`src/rtl/ifetch_pkg.sv`:
```
// ifetch_pkg: shared types and constants for the instruction fetch stage.
//   state_e          - fetch FSM states
//   WORD_MASK        - clears the byte-offset bits of a PC to form a word address
//   NOP_INST_DEFAULT - default instruction word shown when no valid fetch is held
package ifetch_pkg;

   typedef enum logic [1:0] {
      IDLE = 2'd0,
      REQ  = 2'd1,
      WAIT = 2'd2,
      HOLD = 2'd3
   } state_e;

   localparam logic [31:0] WORD_MASK        = 32'hFFFF_FFFC;
   localparam logic [31:0] NOP_INST_DEFAULT = 32'h0000_0000;

endpackage

```
`src/rtl/ifetch_unit.sv`:
```
// ifetch_unit: instruction fetch stage sitting right after the PC register.
// Issues one word-aligned read per PC over a req/gnt + rvalid handshake,
// holds the result until decode accepts it, then raises pc_en so the PC
// register advances. Misaligned PCs produce an errored NOP without any
// memory traffic. flush discards whatever is in flight or held.
//
// Ports
//   clock, reset       - rising-edge clock, async active-high reset
//   PC                 - current program counter
//   flush              - drop current/held fetch and restart from PC
//   imem_req/addr/gnt  - request channel to instruction memory
//   imem_rvalid/rdata  - response channel from instruction memory
//   inst_valid/inst/inst_pc/inst_err - registered fetch result to decode
//   inst_ready         - decode accepts the held instruction
//   pc_en              - PC register load enable
module ifetch_unit
   import ifetch_pkg::*;
#(
   parameter logic [31:0] NOP_INST = NOP_INST_DEFAULT
) (
   input  logic        clock,
   input  logic        reset,
   input  logic [31:0] PC,
   input  logic        flush,
   output logic        imem_req,
   output logic [31:0] imem_addr,
   input  logic        imem_gnt,
   input  logic        imem_rvalid,
   input  logic [31:0] imem_rdata,
   output logic        inst_valid,
   output logic [31:0] inst,
   output logic [31:0] inst_pc,
   output logic        inst_err,
   input  logic        inst_ready,
   output logic        pc_en
);

   state_e      state_q,      state_d;
   logic [31:0] inst_q,       inst_d;
   logic [31:0] inst_pc_q,    inst_pc_d;
   logic        inst_err_q,   inst_err_d;
   logic        inst_valid_q, inst_valid_d;
   logic [31:0] req_pc_q,     req_pc_d;
   logic        drop_q,       drop_d;

   logic        pc_aligned;

   assign pc_aligned = (PC[1:0] == 2'b00);

   // PC is held by the upstream register until pc_en, so the address is
   // stable for as long as the request is pending.
   assign imem_addr  = PC & WORD_MASK;

   assign inst       = inst_q;
   assign inst_pc    = inst_pc_q;
   assign inst_err   = inst_err_q;
   assign inst_valid = inst_valid_q;

   always_comb begin
      state_d      = state_q;
      inst_d       = inst_q;
      inst_pc_d    = inst_pc_q;
      inst_err_d   = inst_err_q;
      inst_valid_d = inst_valid_q;
      req_pc_d     = req_pc_q;
      drop_d       = drop_q;
      imem_req     = 1'b0;
      pc_en        = 1'b0;

      case (state_q)
         IDLE: state_d = REQ;

         REQ: begin
            if (flush) begin
               // Request is suppressed so no grant can be taken for a
               // fetch we are about to abandon.
               inst_valid_d = 1'b0;
            end else if (!pc_aligned) begin
               inst_d       = NOP_INST;
               inst_pc_d    = PC;
               inst_err_d   = 1'b1;
               inst_valid_d = 1'b1;
               state_d      = HOLD;
            end else begin
               imem_req = 1'b1;
               if (imem_gnt) begin
                  req_pc_d = PC;
                  state_d  = WAIT;
               end
            end
         end

         WAIT: begin
            if (flush) begin
               // The granted response still has to arrive; remember to
               // swallow it unless it is arriving right now.
               if (imem_rvalid) begin
                  drop_d  = 1'b0;
                  state_d = REQ;
               end else begin
                  drop_d  = 1'b1;
               end
            end else if (imem_rvalid) begin
               if (drop_q) begin
                  drop_d  = 1'b0;
                  state_d = REQ;
               end else begin
                  inst_d       = imem_rdata;
                  inst_pc_d    = req_pc_q;
                  inst_err_d   = 1'b0;
                  inst_valid_d = 1'b1;
                  state_d      = HOLD;
               end
            end
         end

         HOLD: begin
            pc_en = inst_ready & ~flush;
            if (flush || inst_ready) begin
               inst_d       = NOP_INST;
               inst_err_d   = 1'b0;
               inst_valid_d = 1'b0;
               state_d      = REQ;
            end
         end

         default: state_d = IDLE;
      endcase
   end

   always_ff @(posedge clock or posedge reset) begin
      if (reset) begin
         state_q      <= IDLE;
         inst_q       <= NOP_INST;
         inst_pc_q    <= 32'h0;
         inst_err_q   <= 1'b0;
         inst_valid_q <= 1'b0;
         req_pc_q     <= 32'h0;
         drop_q       <= 1'b0;
      end else begin
         state_q      <= state_d;
         inst_q       <= inst_d;
         inst_pc_q    <= inst_pc_d;
         inst_err_q   <= inst_err_d;
         inst_valid_q <= inst_valid_d;
         req_pc_q     <= req_pc_d;
         drop_q       <= drop_d;
      end
   end

endmodule
```
`config.mk`:
```
export PLATFORM = sky130hd
export DESIGN_NAME = ifetch_unit
export DESIGN_NICKNAME = d
export VERILOG_FILES = /design/src/rtl/ifetch_pkg.sv /design/src/rtl/ifetch_unit.sv
export SDC_FILE = /design/constraint.sdc
export NUM_CORES = 1
export LEC_CHECK = 0
export CORE_UTILIZATION = 45
export CTS_CLUSTER_SIZE = 16
export DETAILED_ROUTE_END_ITERATION = 12
export GPL_TIMING_DRIVEN = 0
export PLACE_DENSITY = 0.8
export RECOVER_POWER = 50
export SLEW_MARGIN = 20
export SYNTH_ARGS = -nofsm -noshare
export SYNTH_HDL_FRONTEND = slang
export SYNTH_SLANG_ARGS = --single-unit
```
`constraint.sdc`:
```
create_clock -name clock -period 3.2 [get_ports clock]
set_input_delay 0.32 -clock clock [delete_from_list [all_inputs] [get_ports clock]]
set_output_delay 0.32 -clock clock [all_outputs]
set_load 0.01 [all_outputs]
```
==> flow_metrics.tcl <==
set metrics [dict create \
    clockBufferDepth 2 \
    grt_pass1_wl_mm 17.6 \
    drtAntennaViolNets 0 \
    avgSynthCellArea_um2 12.5 \
    ys_warn_count 0 \
    cts_root_buf "clkbuf_8" \
    crit_required_ns 2.88 \
    synth_compound_area_share_pct 1.50 \
    crit_fanout 5 \
    synth_xor_area_share_pct 0 \
    hold_path_depth 3 \
    worstSetupPathType "reg2out" \
    n_antenna_cell 0 \
    p_leak_nw 3.14 \
    dp_hpwl_mm 7.96 \
    cts_buffers 9 \
    vias 3379 \
    endpoint_kind "output port" \
    p_per_area_mw_per_mm2 812 \
    synth_area_mm2 0.00483 \
    wl_met1_mm 4.67 \
    routed_wirelength_mm 10.6 \
    synth_seq_cells 101 \
    grt_start_max_net_pins 53 \
    post-route-drc-count 0 \
    tightest_slew_ns 2.03 \
    drt-wirelength-per-cell_um 15.0 \
    hold_end "drop_q" \
    totalNegativeSetupSlack_ns 0 \
    ys_seq_area_share_pct 52.3 \
    fillers 820 \
    rows 37 \
    violations "max-capacitance violations, max-slew violations" \
    skew_ns 0.0186 \
    yosys.area_share.adder_pct 1.30 \
    die_x_um 106 \
    wl_met2_mm 5.15 \
    vias_per_cell 4.79 \
    yosysTopAreaCell "dfrtp_1" \
    final_cells 705 \
    syn_inst 385 \
    place.gp.congestion 0.767 \
    insertion_delay_ns 0.35 \
    netlist.area_leader.share_pct 52.3 \
    port_buffers 166 \
    post-cts-setup-buffers 0 \
    drive_above_1_share_pct 28.1 \
    cts_hold_buf 0 \
    path_clk_slew_ns 0.10 \
    min-delay-start "flush" \
    maxSlewHeadroom_pct -35.2 \
    outcome "finished, violations left" \
    wl_met3_um 691 \
    r2r_slack_ns 0.94 \
    io_pins 170 \
    startpoint_type "flip-flop" \
    ys_types 31 \
    period_minus_slack_ns 2.35 \
    max_freq_ghz 0.426 \
    maxSlewViolCount 52 \
    htreeDepth 3 \
    r2r_start "state_q[0]" \
    core_mm2 0.0104 \
    cts_tree "built" \
    drtIter0Drc 73 \
    synth_mux_area_share_pct 29.5 \
    rr_endpoint "inst_pc[1]" \
    antenna_found_initial 0 \
    dp_cells 689 \
    overflow 0 \
    synth_top_family_by_area "multiplexers" \
    cts_resized 0 \
    drv_cap 1 \
    drt-pass1-iter-count 4 \
    dieArea_mm2 0.0112 \
    yosys.area_share.simple_pct 5.21 \
    grt_pass1_vias 3669 \
    cts.sinks 101 \
    post-route-period-util_pct 73.3 \
    ys_top_cells_by_area "dfrtp_1, mux2_2, mux2i_1" \
    vdd_drop_max_uv 400 \
    area.sequential_mm2 0.00253 \
    rsz0062_at_grt "false" \
    multiInputGateArea_mm2 0.00182 \
    arrival_ns 2.03 \
    track_usage_pct 19.9 \
    area.growth.synth_to_final_pct 42.5 \
    ff2ff_path_depth 6 \
    die_h_um 106 \
    min_path_type "in2reg" \
    setup_viol_count_final 0 \
    highest_layer "met4" \
    finalHoldViolations 0 \
    start_util_pct 46.6 \
    layout.nets 639 \
]
synthesized netlist by cell type:
cell type  count
and2_1         2
buf_2         10
a21oi_1        4
buf_4         34
a2111oi_2      1
buf_6          3
buf_1          1
nand3_2        1
nor3b_2        1
nand2_1       35
mux2_2        92
a21oi_2        1
clkbuf_1       3
nor3_1         1
nor2b_1        1
nor4b_4        1
conb_1         1
dfrtp_1      101
mux2i_1       33
nand3b_1       1
nor2_2         1
o21ai_0        1
inv_1         36
nor2_1         5
a222oi_1       1
a31oi_1        1
mux2_1         5
o21bai_1       1
nor4b_1        1
and3b_1        1
ha_1           5
final cells by class:
class	count	share of cell area, %
sequential	101	36.7
tap	136	2.47
multi-input combinational	198	26.4
timing repair buffer	167	24.5
clock inverter	5	0.872
inverter	36	1.96
clock buffer	11	1.91
buffer	51	5.14
how the worst max path moves through the flow:
stage / from / end / cells past startpoint
floorplan: reset / drop_q / 1
finish: state_q[1] / imem_req / 4
global placement: reset / inst_pc[5] / 2
CTS: state_q[1] / imem_req / 4
global route: reset / state_q[0] / 2
detailed placement: state_q[0] / inst_pc[1] / 6
cells in the final DEF, fill, tap and decap left out, types with 2 or more instances in the layout:
cell type / instances
mux2_1: 5
clkbuf_1: 5
clkbuf_8: 9
dlygate4sd3_1: 50
mux2i_1: 33
buf_2: 10
nand2_1: 35
inv_1: 36
a21oi_1: 4
buf_4: 34
and2_1: 2
mux2_2: 92
nor2_1: 5
buf_6: 3
ha_1: 5
conb_1: 2
dfrtp_1: 101
clkdlybuf4s50_1: 116
critical path, stage by stage, from the launching register on:
cell and delay [ns]:
dfrtp_1 0.44, inv_1 0.10, ha_1 0.25, nor4b_4 0.28
clkdlybuf4s50_1 0.59
power by group:
| group | internal [mW] | switching [mW] | total (mW) |
|---|---|---|---|
| clock network | 0.366 | 0.425 | 0.791 |
| registers | 1.84 | 0.278 | 2.11 |
| logic | 1.54 | 1.14 | 2.68 |
| total | 3.75 | 1.84 | 5.59 |
through the flow:
step / util [%] / hold WS (ns) / area, µm² / setup WS [ns] / power [mW]
after floorplan: - / 0.410 / 4830 / 0.233 / 3.76
after global placement: 64.3 / 0.465 / 6670 / -1.24 / 4.85
after detailed placement: 64.6 / 0.470 / 6700 / 0.912 / 4.96
after CTS: 66.4 / 0.326 / 6890 / 0.808 / 5.78
after global routing: 66.4 / 0.370 / 6880 / 0.484 / 5.96
final: 66.4 / 0.346 / 6880 / 0.854 / 5.59
layer usage:
layer,GRT usage [%],up-vias
met3,4.02,7
li1,-,1613
met5,0,-
met4,5.65,0
met1,25.8,1637
met2,33.9,122
logic make-up (layout without fill, tap and decap cells):
| family | Yosys count | after routing |
|---|---|---|
| compound gates | 10 | 10 |
| fa+ha+maj | 5 | 5 |
| buf+inv | 87 | 270 |
| flops | 101 | 101 |
| mux | 130 | 130 |
| other cells | 1 | 2 |
| simple gates | 51 | 51 |
registers in the layout, indices dropped and copies added (netlist names):
register / cells
inst: 32
inst_err: 1
req_pc_q: 32
drop_q: 1
inst_pc: 32
inst_valid: 1
state_q: 2
Power figures use the tool's default switching activity.
